--- config.mk ---
export PLATFORM = sky130hd
export DESIGN_NAME = mixer_key_ctrl
export DESIGN_NICKNAME = d
export VERILOG_FILES = /design/src/rtl/mixer_key_pkg.sv /design/src/rtl/mixer_key_debounce.sv /design/src/rtl/mixer_key_ctrl.sv
export SDC_FILE = /design/constraint.sdc
export NUM_CORES = 1
export LEC_CHECK = 0
export BUFFER_PORTS_ARGS = -buffer_cell sky130_fd_sc_hd__buf_2
export CAP_MARGIN = 0
export CORE_MARGIN = 1.5
export CORE_UTILIZATION = 35
export DETAILED_ROUTE_END_ITERATION = 16
export SYNTH_ARGS = -nofsm -noshare
export SYNTH_HDL_FRONTEND = slang
export SYNTH_SLANG_ARGS = --single-unit
--- constraint.sdc ---
create_clock -name clk -period 3.9 [get_ports clk]
set_clock_uncertainty 0.1 [all_clocks]
set_input_delay 0.585 -clock clk [delete_from_list [all_inputs] [get_ports clk]]
set_output_delay 0.585 -clock clk [all_outputs]
set_load 0.02 [all_outputs]
--- src/rtl/mixer_key_pkg.sv ---
// Shared key codes, entry-FSM state type and accumulator width for the
// mixer keypad controller.
package mixer_key_pkg;

   localparam int KEY_W = 5;
   localparam int ACC_W = 10;

   localparam logic [KEY_W-1:0] KEY_DIG_MAX = 5'd9;
   localparam logic [KEY_W-1:0] KEY_SEL0    = 5'd10;
   localparam logic [KEY_W-1:0] KEY_SEL_MAX = 5'd13;
   localparam logic [KEY_W-1:0] KEY_ENTER   = 5'd16;
   localparam logic [KEY_W-1:0] KEY_CLEAR   = 5'd17;
   localparam logic [KEY_W-1:0] KEY_UP      = 5'd18;
   localparam logic [KEY_W-1:0] KEY_DOWN    = 5'd19;

   typedef enum logic [1:0] {
      IDLE   = 2'd0,
      CHAN   = 2'd1,
      DIGITS = 2'd2
   } state_t;

endpackage

--- src/rtl/mixer_key_debounce.sv ---
// Release-time debouncer: a press is accepted only after the strobe has been
// low for HOLD_CYCLES consecutive cycles; accept is a registered one-cycle pulse.
module key_debounce
   import mixer_key_pkg::*;
#(
   parameter int HOLD_CYCLES = 20000
)(
   input  logic             clk,
   input  logic             rst,
   input  logic             key_strobe,
   input  logic [KEY_W-1:0] key_code,
   output logic             accept,
   output logic [KEY_W-1:0] code_q
);

   localparam int CNT_W = $clog2(HOLD_CYCLES + 1);
   localparam logic [CNT_W-1:0] HOLD_MAX = CNT_W'(HOLD_CYCLES);
   localparam logic [CNT_W-1:0] HOLD_LST = CNT_W'(HOLD_CYCLES - 1);

   logic [CNT_W-1:0] r_cnt;
   logic             r_armed;
   logic             r_accept;
   logic [KEY_W-1:0] r_code;

   // armed is set on the cycle the count reaches HOLD_CYCLES, so a press
   // directly following exactly HOLD_CYCLES low cycles is taken.
   always_ff @(posedge clk) begin
      if (rst) begin
         r_cnt    <= '0;
         r_armed  <= 1'b0;
         r_accept <= 1'b0;
         r_code   <= '0;
      end else begin
         r_accept <= key_strobe & r_armed;
         if (key_strobe) begin
            r_cnt <= '0;
            if (r_armed) begin
               r_armed <= 1'b0;
               r_code  <= key_code;
            end
         end else begin
            if (r_cnt < HOLD_MAX) r_cnt <= r_cnt + 1'b1;
            if (r_cnt >= HOLD_LST) r_armed <= 1'b1;
         end
      end
   end

   assign accept = r_accept;
   assign code_q = r_code;

endmodule

--- src/rtl/mixer_key_ctrl.sv ---
// Keypad entry controller: debounced key codes drive a select/digits/enter FSM
// that owns the per-channel volume registers and emits one-cycle write pulses.
module mixer_key_ctrl
   import mixer_key_pkg::*;
#(
   parameter int NCHAN       = 4,
   parameter int VOL_W       = 8,
   parameter int VOL_MAX     = 255,
   parameter int VOL_DEFAULT = 128,
   parameter int HOLD_CYCLES = 20000
)(
   input  logic                   clk,
   input  logic                   rst,
   input  logic [KEY_W-1:0]       key_code,
   input  logic                   key_strobe,
   output logic                   wr_en,
   output logic [1:0]             wr_chan,
   output logic [VOL_W-1:0]       wr_data,
   output logic [NCHAN*VOL_W-1:0] vol,
   output logic [1:0]             sel_chan,
   output logic                   chan_valid,
   output logic                   key_err
);

   localparam logic [VOL_W-1:0] VMAX = VOL_W'(VOL_MAX);

   logic             w_accept;
   logic [KEY_W-1:0] w_code;

   key_debounce #(.HOLD_CYCLES(HOLD_CYCLES)) u_deb (
      .clk        (clk),
      .rst        (rst),
      .key_strobe (key_strobe),
      .key_code   (key_code),
      .accept     (w_accept),
      .code_q     (w_code)
   );

   state_t                      r_state, w_nxt_state;
   logic [ACC_W-1:0]            r_acc, w_nxt_acc;
   logic [1:0]                  r_ndig, w_nxt_ndig;
   logic [1:0]                  r_sel, w_nxt_sel;
   logic [NCHAN-1:0][VOL_W-1:0] r_vol;
   logic                        r_wr_en, r_key_err;
   logic [1:0]                  r_wr_chan;
   logic [VOL_W-1:0]            r_wr_data;

   logic                        w_wr, w_err;
   logic [VOL_W-1:0]            w_wr_data, w_cur;
   logic [1:0]                  w_ch;

   // Select codes 10..13 map to channels 0..3 via their two low bits.
   assign w_ch = w_code[1:0] + 2'd2;

   always_comb begin
      w_cur = '0;
      for (int i = 0; i < NCHAN; i++)
         if (r_sel == 2'(i)) w_cur = r_vol[i];
   end

   always_comb begin
      w_nxt_state = r_state;
      w_nxt_acc   = r_acc;
      w_nxt_ndig  = r_ndig;
      w_nxt_sel   = r_sel;
      w_wr        = 1'b0;
      w_wr_data   = '0;
      w_err       = 1'b0;
      if (w_accept) begin
         if (w_code >= KEY_SEL0 && w_code <= KEY_SEL_MAX) begin
            if (int'(w_ch) < NCHAN) begin
               w_nxt_sel   = w_ch;
               w_nxt_acc   = '0;
               w_nxt_ndig  = 2'd0;
               w_nxt_state = CHAN;
            end else begin
               w_err = 1'b1;
            end
         end else if (w_code <= KEY_DIG_MAX) begin
            if (r_state == IDLE || r_ndig == 2'd3) begin
               w_err = 1'b1;
            end else begin
               w_nxt_acc   = r_acc * ACC_W'(10) + ACC_W'(w_code[3:0]);
               w_nxt_ndig  = r_ndig + 2'd1;
               w_nxt_state = DIGITS;
            end
         end else begin
            case (w_code)
               KEY_ENTER: begin
                  if (r_state == DIGITS) begin
                     w_wr        = 1'b1;
                     w_wr_data   = (int'(r_acc) > VOL_MAX) ? VMAX : VOL_W'(r_acc);
                     w_nxt_acc   = '0;
                     w_nxt_ndig  = 2'd0;
                     w_nxt_state = CHAN;
                  end else begin
                     w_err = 1'b1;
                  end
               end
               KEY_CLEAR: begin
                  if (r_state == DIGITS) begin
                     w_nxt_acc   = '0;
                     w_nxt_ndig  = 2'd0;
                     w_nxt_state = CHAN;
                  end else if (r_state == CHAN) begin
                     w_nxt_sel   = 2'd0;
                     w_nxt_state = IDLE;
                  end
               end
               KEY_UP, KEY_DOWN: begin
                  if (r_state == IDLE) begin
                     w_err = 1'b1;
                  end else begin
                     // Saturated steps still issue a write.
                     w_wr = 1'b1;
                     if (w_code == KEY_UP)
                        w_wr_data = (w_cur >= VMAX) ? VMAX : w_cur + 1'b1;
                     else
                        w_wr_data = (w_cur == '0) ? '0 : w_cur - 1'b1;
                     w_nxt_acc   = '0;
                     w_nxt_ndig  = 2'd0;
                     w_nxt_state = CHAN;
                  end
               end
               default: w_err = 1'b1;
            endcase
         end
      end
   end

   always_ff @(posedge clk) begin
      if (rst) begin
         r_state   <= IDLE;
         r_acc     <= '0;
         r_ndig    <= 2'd0;
         r_sel     <= 2'd0;
         r_wr_en   <= 1'b0;
         r_wr_chan <= 2'd0;
         r_wr_data <= '0;
         r_key_err <= 1'b0;
         for (int i = 0; i < NCHAN; i++) r_vol[i] <= VOL_W'(VOL_DEFAULT);
      end else begin
         r_state   <= w_nxt_state;
         r_acc     <= w_nxt_acc;
         r_ndig    <= w_nxt_ndig;
         r_sel     <= w_nxt_sel;
         r_wr_en   <= w_wr;
         r_key_err <= w_err;
         if (w_wr) begin
            r_wr_chan <= r_sel;
            r_wr_data <= w_wr_data;
         end
         for (int i = 0; i < NCHAN; i++)
            if (w_wr && r_sel == 2'(i)) r_vol[i] <= w_wr_data;
      end
   end

   for (genvar g = 0; g < NCHAN; g++) begin : g_vol
      assign vol[g*VOL_W +: VOL_W] = r_vol[g];
   end

   assign wr_en      = r_wr_en;
   assign wr_chan    = r_wr_chan;
   assign wr_data    = r_wr_data;
   assign key_err    = r_key_err;
   assign sel_chan   = r_sel;
   assign chan_valid = (r_state != IDLE);

endmodule

==> out/results.tsv <==
metric	value	unit
status	finished, final reports clean	
Worst Setup Start Kind	flip-flop	
Post-Syn Area	4544	um^2
most used cell, CP	ha_1	
multi-input logic area	2699	um^2
Hold Vio Cnt, Final	0	
hpwl dp	9635	um
Worst-path clk slew	0.06	ns
CTS max path bufs	2	
root buffer cell	clkbuf_16	
Core Area	12620	um^2
Final setup viols	0	
CP cell instances	ha_1, ha_1, inv_1, fa_1, xnor2_1, nor3b_1, nor4bb_1, xnor3_1, or3_1, a21oi_1	
DR WL/cell	16.91	um
Min Clock Period, post-route	3.352	ns
Hold Buf Count CTS	0	
Crit Path Class	flip-flop to flip-flop	
Fillers	1289	
FF+latch area	1642	um^2
drt pass-1 iters	6	
largest net degree at the start of global routing	54	
Ys Warns	0	
CP max-delay cell	xnor3_1	
EDFF count, synth	0	
crit-path max FO	4	
Num Clock Sinks	82	
worst-skew pair later-pin latency	0.35	ns
Seq pwr share	46.0	%
Main synth FF type	dfxtp_1	
Max VDD drop	0.2086	mV
FFs w/ async S/R, synth	0	%
Syn Area/Cell	8.293	um^2
pins over their slew limit	0	
Seq/Total Area, Yosys	36.12	%
clock buffer count from CTS	9	
I/O Pins	55	
vias post-DR	4320	
vias in the first global route	4062	
synthesis-stage register bit count	82	
worst endpoint required time	4.07	ns
Die X	116.9	um
area grow syn2layout	16.99	%
routed wire length	13000	um
CTS tree	built	
Starting Density	36.01	%
Final Cycle Share	85.94	%
WP buf/inv	1	
RSZ-0062 raised after global routing	false	
Post-CTS Setup Bufs	0	
Internal	0.001466	W
slew at the pin closest to its max-slew limit	0.8038	ns
die area	13680	um^2
Crit path max-delay family	simple AND/OR/NAND/NOR gates	
Die Y	116.9	um
initial antenna violation count	0	
Logic pwr share	1.3	%
Power Density	343.4	nW/um^2
max_cap viols	0	
Unique masters post-synth	66	
Max Fclk	0.2983	GHz
layout cells sized above 1	16.08	%
drt first-iter violations	258	
global-route wire length before repair	20940	um
Detail Route Antenna Nets	0	
syn_nets	580	
clock power share	52.8	%
ANT cells	0	
fin nets	625	
drt via density	5.618	
WHS	0.3482	ns
Tot GR Track Use	20.03	%
Final TNS setup	0	ns
drc violations	0	
Worst slew margin	46.35	%
worst hold-check path type	flip-flop to flip-flop	
arrival time at the worst endpoint	3.52	ns
Buffers on Ports	54	
synthesized instance count	548	
placer congestion estimate	0.9678	
Design Power	0.001826	W
Crit. End Element	flip-flop	
Max stage delay on crit path	0.45	ns
H-Tree Depth	3	
# resized after CTS	0	
Leak	2.136	nW
Switch Pwr	0.0003603	W
grt total ovfl	0	
Net Sw Frac	19.74	%
row cnt	41	
-- cell usage in the layout, fill, tap and decap left out, drive strengths merged, types with 13 or more instances in the layout --
| cell type | n |
|---|---|
| a21oi | 53 |
| buf | 66 |
| dfxtp | 82 |
| ha | 22 |
| inv | 18 |
| nand2 | 52 |
| nand3 | 23 |
| nor2 | 64 |
| nor3 | 18 |
| o21ai | 27 |
| xor2 | 13 |
-- path summary, 6_finish.rpt --
check | start | end | slack, ns | cells past startpoint
setup / recovery | r_acc[3]$_SDFFE_PP0P_ | r_acc[9]$_SDFFE_PP0P_ | 0.55 | 10
hold / removal | wr_data[1]$_SDFFE_PP0P_ | wr_data[1]$_SDFFE_PP0P_ | 0.35 | 2
setup reg to reg | r_acc[3]$_SDFFE_PP0P_ | r_acc[9]$_SDFFE_PP0P_ | 0.55 | 10
hold reg to reg | wr_data[1]$_SDFFE_PP0P_ | wr_data[1]$_SDFFE_PP0P_ | 0.35 | 2
-- power groups by stage --
stage / clock, W / sequential [W] / combinational (W)
4_1_cts: 0.000983 / 0.000839 / 0.0000235
2_1_floorplan: 0 / 0.000858 / 0.0000147
3_5_place_dp: 0 / 0.000858 / 0.0000236
6_report: 0.000963 / 0.000839 / 0.0000232
3_3_place_gp: 0 / 0.000858 / 0.0000228
5_1_grt: 0.00102 / 0.000839 / 0.0000254
-- synth_stat cells (3+ instances only) --
cell type	number	area share, %
a211oi_1	6	0.99
a21boi_0	3	0.50
a21o_1	4	0.66
a21oi_1	53	5.8
a31oi_1	10	1.4
and2_1	3	0.41
and3_1	9	1.2
buf_1	4	0.33
clkbuf_1	25	2.1
dfxtp_1	82	36
ha_1	22	6.1
inv_1	18	1.5
mux4_2	8	4.0
nand2_1	52	4.3
nand2b_1	3	0.41
nand3_1	23	2.5
nand4_1	5	0.69
nor2_1	64	5.3
nor3_1	17	1.9
nor3b_1	7	1.2
nor4_1	3	0.41
o211ai_1	5	0.83
o21a_1	3	0.50
o21ai_0	25	2.8
o31ai_1	5	0.83
or2_2	3	0.41
or3_1	9	1.2
xnor2_1	10	1.9
xor2_1	13	2.5
-- stage by stage --
step | area [um^2] | utilization (%) | setup WS (ns) | cells
2_1_floorplan | 4544 | - | 0.7574 | 548
3_3_place_gp | 4984 | 39.49 | 0.5800 | 754
3_5_place_dp | 4984 | 39.49 | 0.5587 | 754
4_1_cts | 5316 | 42.13 | 0.5326 | 769
5_1_grt | 5316 | 42.13 | 0.2660 | 769
6_report | 5316 | 42.13 | 0.5481 | 769
-- tightest hold or removal path, stage by stage (launching register included) --
cell     delay (ns)
dfxtp_1        0.30
nand2_1        0.05
a21oi_1        0.05
-- layer usage --
| layer | GRT usage, % | wire length, um |
|---|---|---|
| met1 | 25.45 | 5838 |
| met2 | 32.51 | 6098 |
| met3 | 4.737 | 683 |
| met4 | 8.916 | 380 |
| met5 | 0 | 0 |
-- registers in the layout, summed over array words and instances, names as in the netlist --
| signal | count |
|---|---|
| vol | 32 |
| wr_chan | 2 |
| sel_chan | 2 |
| wr_data | 8 |
| u_deb.code_q | 5 |
| u_deb.r_cnt | 15 |
| r_state | 2 |
| key_err | 1 |
| r_acc | 10 |
| u_deb.r_armed | 1 |
| r_ndig | 2 |
| u_deb.accept | 1 |
| wr_en | 1 |
-- cell type report --
class	count	share of cell area, %
clock buffers	10	4.307
flip-flops and latches	82	30.88
multi-input cells	416	50.76
repair buffers	66	6.778
clock inverters	5	1.953
well taps	172	4.048
inverters	18	1.271
-- cells by family after synthesis --
group,Yosys count,share of synthesized area (%)
muxes,11,4.653
xor gates and xnor gates,24,4.928
buffers and inverters,50,4.488
adders and majority gates,24,6.938
DFF,82,36.12
AOI/OAI and AO/OA,150,21.09
and+or+nand+nor,207,21.78
(Power assumes the default switching activity.)
